===== config.mk =====
export PLATFORM = sky130hd
export DESIGN_NAME = dcs_out_requant
export DESIGN_NICKNAME = d
export VERILOG_FILES = /design/src/rtl/dcs_pkg.sv /design/src/rtl/dcs_msb_enc.sv /design/src/rtl/dcs_out_requant.sv
export SDC_FILE = /design/constraint.sdc
export NUM_CORES = 1
export LEC_CHECK = 0
export CAP_MARGIN = 10
export CORE_AREA = 5 5 171 173
export CTS_CLUSTER_SIZE = 16
export DETAILED_ROUTE_END_ITERATION = 10
export DIE_AREA = 0 0 176 178
export PLACE_DENSITY_LB_ADDON = 0.12
export SETUP_SLACK_MARGIN = 0.5
export SLEW_MARGIN = 20
export SYNTH_ARGS = -nofsm -noshare
export SYNTH_HDL_FRONTEND = slang
export SYNTH_HIERARCHICAL = 1
export SYNTH_SLANG_ARGS = --single-unit

===== constraint.sdc =====
create_clock -name clk -period 11.89 [get_ports clk]
set_clock_uncertainty 0.05 [all_clocks]
set_input_delay 3.567 -clock clk [delete_from_list [all_inputs] [get_ports clk]]
set_output_delay 3.567 -clock clk [all_outputs]
set_load 0.01 [all_outputs]

===== src/rtl/dcs_pkg.sv =====
// dcs_pkg: shared sizes, FSM state type and shift-width helper for the requant stage
package dcs_pkg;
    localparam int N_WORDS = 8;
    localparam int IN_W = 32;
    localparam int OUT_W = 8;
    localparam int CNT_W = $clog2(N_WORDS);
    localparam int P_W = $clog2(IN_W + 1);

    function automatic int sh_width(input int in_w, input int out_w);
        return $clog2(in_w - out_w + 1);
    endfunction

    localparam int SH_W = sh_width(IN_W, OUT_W);

    typedef enum logic [1:0] {COLLECT, SHIFT, EMIT} state_t;
endpackage


===== src/rtl/dcs_msb_enc.sv =====
// dcs_msb_enc: bit length of an IN_W-bit word (highest set bit index + 1, 0 for zero)
module dcs_msb_enc
    import dcs_pkg::*;
(
    input  logic [IN_W-1:0] d,
    output logic [P_W-1:0]  p
);
    // scan upward so the highest set bit wins
    always_comb begin
        p = '0;
        for (int i = 0; i < IN_W; i++)
            if (d[i]) p = P_W'(i + 1);
    end
endmodule


===== src/rtl/dcs_out_requant.sv =====
// dcs_out_requant: buffers 8-word frames, finds max/argmax, emits 8-bit requantized beats
// Define DCS_REQUANT_ROUND_EN for round-half-up with saturation instead of truncation.
module dcs_out_requant
    import dcs_pkg::*;
(
    input  logic             clk,
    input  logic             rst_n,
    input  logic             in_valid,
    input  logic [IN_W-1:0]  in_data,
    output logic             out_valid,
    input  logic             out_ready,
    output logic [OUT_W-1:0] out_data,
    output logic             out_last,
    output logic [SH_W-1:0]  out_shift,
    output logic [CNT_W-1:0] out_argmax,
    output logic             ovf_err
);
    state_t           state;
    logic [IN_W-1:0]  mem [N_WORDS];
    logic [CNT_W-1:0] wcnt, rcnt, amax;
    logic [IN_W-1:0]  max_q;
    logic [P_W-1:0]   p;
    logic [IN_W-1:0]  word;
    logic [OUT_W-1:0] q;

    dcs_msb_enc u_enc (.d(max_q), .p(p));

    assign word = mem[rcnt];
    assign out_valid = (state == EMIT);
    assign out_last = out_valid && (rcnt == CNT_W'(N_WORDS - 1));
    assign out_data = out_valid ? q : '0;

`ifdef DCS_REQUANT_ROUND_EN
    localparam logic [IN_W:0] ONE = 1;
    logic [IN_W:0] sum;
    // round half up, then saturate anything that no longer fits OUT_W
    always_comb begin
        sum = ({1'b0, word} + (ONE << (out_shift - 1'b1))) >> out_shift;
        q = (out_shift == '0) ? word[OUT_W-1:0] : (|sum[IN_W:OUT_W]) ? '1 : sum[OUT_W-1:0];
    end
`else
    // plain truncation; the frame max bounds every result to OUT_W bits
    always_comb q = OUT_W'(word >> out_shift);
`endif

    // frame buffer: written only while collecting, so late words never corrupt it
    always_ff @(posedge clk)
        if (state == COLLECT && in_valid) mem[wcnt] <= in_data;

    // collect / shift / emit sequencing plus sticky overflow
    always_ff @(posedge clk or negedge rst_n)
        if (!rst_n) begin
            state      <= COLLECT;
            wcnt       <= '0;
            rcnt       <= '0;
            max_q      <= '0;
            amax       <= '0;
            out_shift  <= '0;
            out_argmax <= '0;
            ovf_err    <= 1'b0;
        end else begin
            case (state)
                COLLECT: if (in_valid) begin
                    wcnt <= wcnt + 1'b1;
                    if (in_data > max_q) begin
                        max_q <= in_data;
                        amax  <= wcnt;
                    end
                    if (wcnt == CNT_W'(N_WORDS - 1)) state <= SHIFT;
                end
                SHIFT: begin
                    out_shift  <= (p > P_W'(OUT_W)) ? SH_W'(p - P_W'(OUT_W)) : '0;
                    out_argmax <= amax;
                    state      <= EMIT;
                end
                EMIT: if (out_ready) begin
                    rcnt <= rcnt + 1'b1;
                    if (rcnt == CNT_W'(N_WORDS - 1)) begin
                        state <= COLLECT;
                        max_q <= '0;
                        amax  <= '0;
                    end
                end
                default: state <= COLLECT;
            endcase
            if (in_valid && state != COLLECT) ovf_err <= 1'b1;
        end
endmodule


==> flow_summary.toml <==
[outcome]
outcome = "finished, final reports clean"

[synthesis]
ys_async_sr_fraction_pct = 16.9
yosys_warnings = 6
yosysUniqueCellTypes = 71
ys.flop_type = "edfxtp_1"
syn_inst = 1142
syn-num-nets = 1214
ys_seq_elements = 308
avgSynthCellArea_sq_um = 13.5
syn_area_sq_um = 15500
synth_edf_count = 256
synth-seq-area-share_pct = 58.1

[layout]
fin_nets = 1250
antennaDiodeCount = 0
layout_common_cells = "edfxtp_1, nand2_1, mux4_2"
final_util_pct = 63.4
drive_above_1_share_pct = 16.3
final_common_cell = "edfxtp_1"
area_growth_pct = 12.7

[worst_setup_path]
arrival_ns = 4.79
required_ns = 8.27
worst-setup-path-type = "flop to output port"
path_max_fanout = 36
startpoint_type = "flop"
critPathCaptureType = "output port"

[floorplan]
io_pins = 55
dieWidth_um = 176
num_rows = 61
core_sq_um = 27500
dieArea_sq_um = 31300
die_h_um = 178
start_util_pct = 56.3

[placed_design]
pre_cts_ws_ns = 3.51
port_buffers = 54
dp_hpwl_um = 25100
place_congestion = 0.919

[power]
swShare_pct = 37.2
internal_power_mw = 2.78
p_sw_mw = 1.65
p_clk_share_pct = 22.8
p_per_area_nw_per_um2 = 254
p_seq_share_pct = 36.3
p_comb_share_pct = 40.9
vdd_ir_drop_max_uv = 112
p_leak_nw = 6.17

[route]
drt-total-wl_um = 39200
viasPerCell = 6.56
first_pass_iters = 5
drt_iter0_drc = 1097
drc_errors = 0
drt-wirelength-per-cell_um = 25.3
num_vias = 10167
drtAntennaViolNets = 0

[clock_tree]
root_buffer = "clkbuf_16"
clkSinkCount = 308
htree_levels = 2
clock_latency_ns = 0.51
clk_path_buf_depth = 3
postCtsSetupBuffers = 0
ctsHoldBuffers = 0
cts_tree = "yes"
numCtsBuffers = 34
cts_resized = 0
clk_pin_slew_ns = 0.06

[global_routing]
antenna_found_initial = 0
grt_start_max_net_pins = 53
grt_first_pass_wirelength_um = 60900
grt.total_usage_pct = 25.5
grt_overflow = 0
grt_pass1_vias = 10158

[sta]
worst_slew_pin_slew_ns = 1.07
finalCriticalPeriod_ns = 8.40
relSlewSlack_pct = 28.4
hold_viol = 0
fin_crit_sh_pct = 70.7
maxSlewViolCount = 0
rsz0062_at_grt = "no"
finalSetupTns_ns = 0
setup_ws_ns = 3.49
clock.fmax_mhz = 119
finalSetupViolations = 0

[flow_run]
maxCapViolations = 0

[worst_hold_path]
min_path_type = "flop to flop"
-- final timing paths --
kind | startpoint | to | slack (ns) | cells after the start
setup / recovery | rcnt[1] | out_data[6] | 3.49 | 9
hold / removal | ovf_err | ovf_err | 0.43 | 1
setup reg to reg | max_q[31] | max_q[7] | 7.40 | 13
hold reg to reg | ovf_err | ovf_err | 0.43 | 1
max in group asynchronous | rst_n | rcnt[2] | 8.09 | 2
min in group asynchronous | rst_n | wcnt[1] | 3.15 | 2
-- cell type report --
class | count | area, sq um
well taps | 346 | 433
clock buffers | 46 | 937
fillers | 2065 | 10100
clock inverters | 16 | 150
repair buffers | 80 | 734
inverters | 49 | 184
multi-input cells | 705 | 5990
flip-flops and latches | 308 | 9000
-- through the flow --
stage | std cells | total power, mW | hold WS (ns) | area, sq um
finish | 1550 | 4.43 | 0.427 | 17400
global route | 1550 | 4.68 | 0.470 | 17400
CTS | 1549 | 4.44 | 0.429 | 17400
detailed placement | 1487 | 3.43 | 0.409 | 16300
global placement | 1487 | 3.40 | 0.402 | 16300
floorplan | 1142 | 2.88 | 0.411 | 15500
-- registers in the layout (all words and copies together), names as in the netlist --
register / cells
mem: 256
amax: 3
out_shift: 5
out_argmax: 3
max_q: 32
rcnt: 3
wcnt: 3
ovf_err: 1
state: 2
-- critical path, cell delays in order, from the launching register on --
cell	delay (ns)
dfrtp_4	0.86
buf_4	0.69
nor2_1	0.18
a22oi_1	0.19
o21ai_0	0.20
o21ai_0	0.33
a221o_1	0.25
a221oi_1	0.09
a2111oi_0	0.78
clkdlybuf4s50_1	0.69
-- cell usage after synthesis, types with 4 or more instances --
cell type	number	area [sq um]
edfxtp_1	256	7690
nand2_1	122	458
mux4_2	74	1670
dfrtp_1	52	1300
mux2i_1	52	521
nor2_1	50	188
clkbuf_1	48	180
nor3_1	47	235
inv_1	46	173
a221oi_1	40	350
a211oi_1	38	285
ha_1	36	450
o21ai_1	35	175
mux2_2	30	338
a21oi_1	24	120
o21ai_0	19	95.1
buf_2	18	90.1
a21o_1	15	113
nor4_1	9	56.3
nand3_1	8	40.0
nand4_1	8	50.1
a2111oi_0	7	61.3
a22oi_1	7	52.6
nand2b_1	7	43.8
buf_1	6	22.5
o22ai_1	6	37.5
buf_4	5	37.5
nor2b_1	5	31.3
o211ai_1	5	37.5
a31oi_1	4	25.0
and3_1	4	25.0
o31ai_1	4	30.0
-- power groups by stage --
stage	registers (mW)	logic, mW	clock network, mW
detailed placement	1.63	1.80	0
finish	1.61	1.81	1.01
CTS	1.61	1.81	1.03
floorplan	1.49	1.39	0
global placement	1.62	1.77	0
global route	1.64	1.96	1.08
-- routing by layer --
metal / vias up / share of wire (%) / global-route usage [%]
li1: 4589 / - / -
met1: 5089 / 43 / 37.3
met2: 420 / 46 / 39.3
met3: 69 / 7.7 / 4.62
met4: 0 / 3.3 / 8.35
met5: - / 0 / 0
-- kinds of logic after synthesis --
logic type	count (synthesis)	share of synthesized area [%]
DFF	308	58.1
and+or+nand+nor	274	8.06
AOI/OAI and AO/OA	237	10.9
muxes	156	16.3
buffers and inverters	129	3.54
adders and majority gates	36	2.91
xor gates and xnor gates	2	0.113
(Power assumes the default switching activity.)
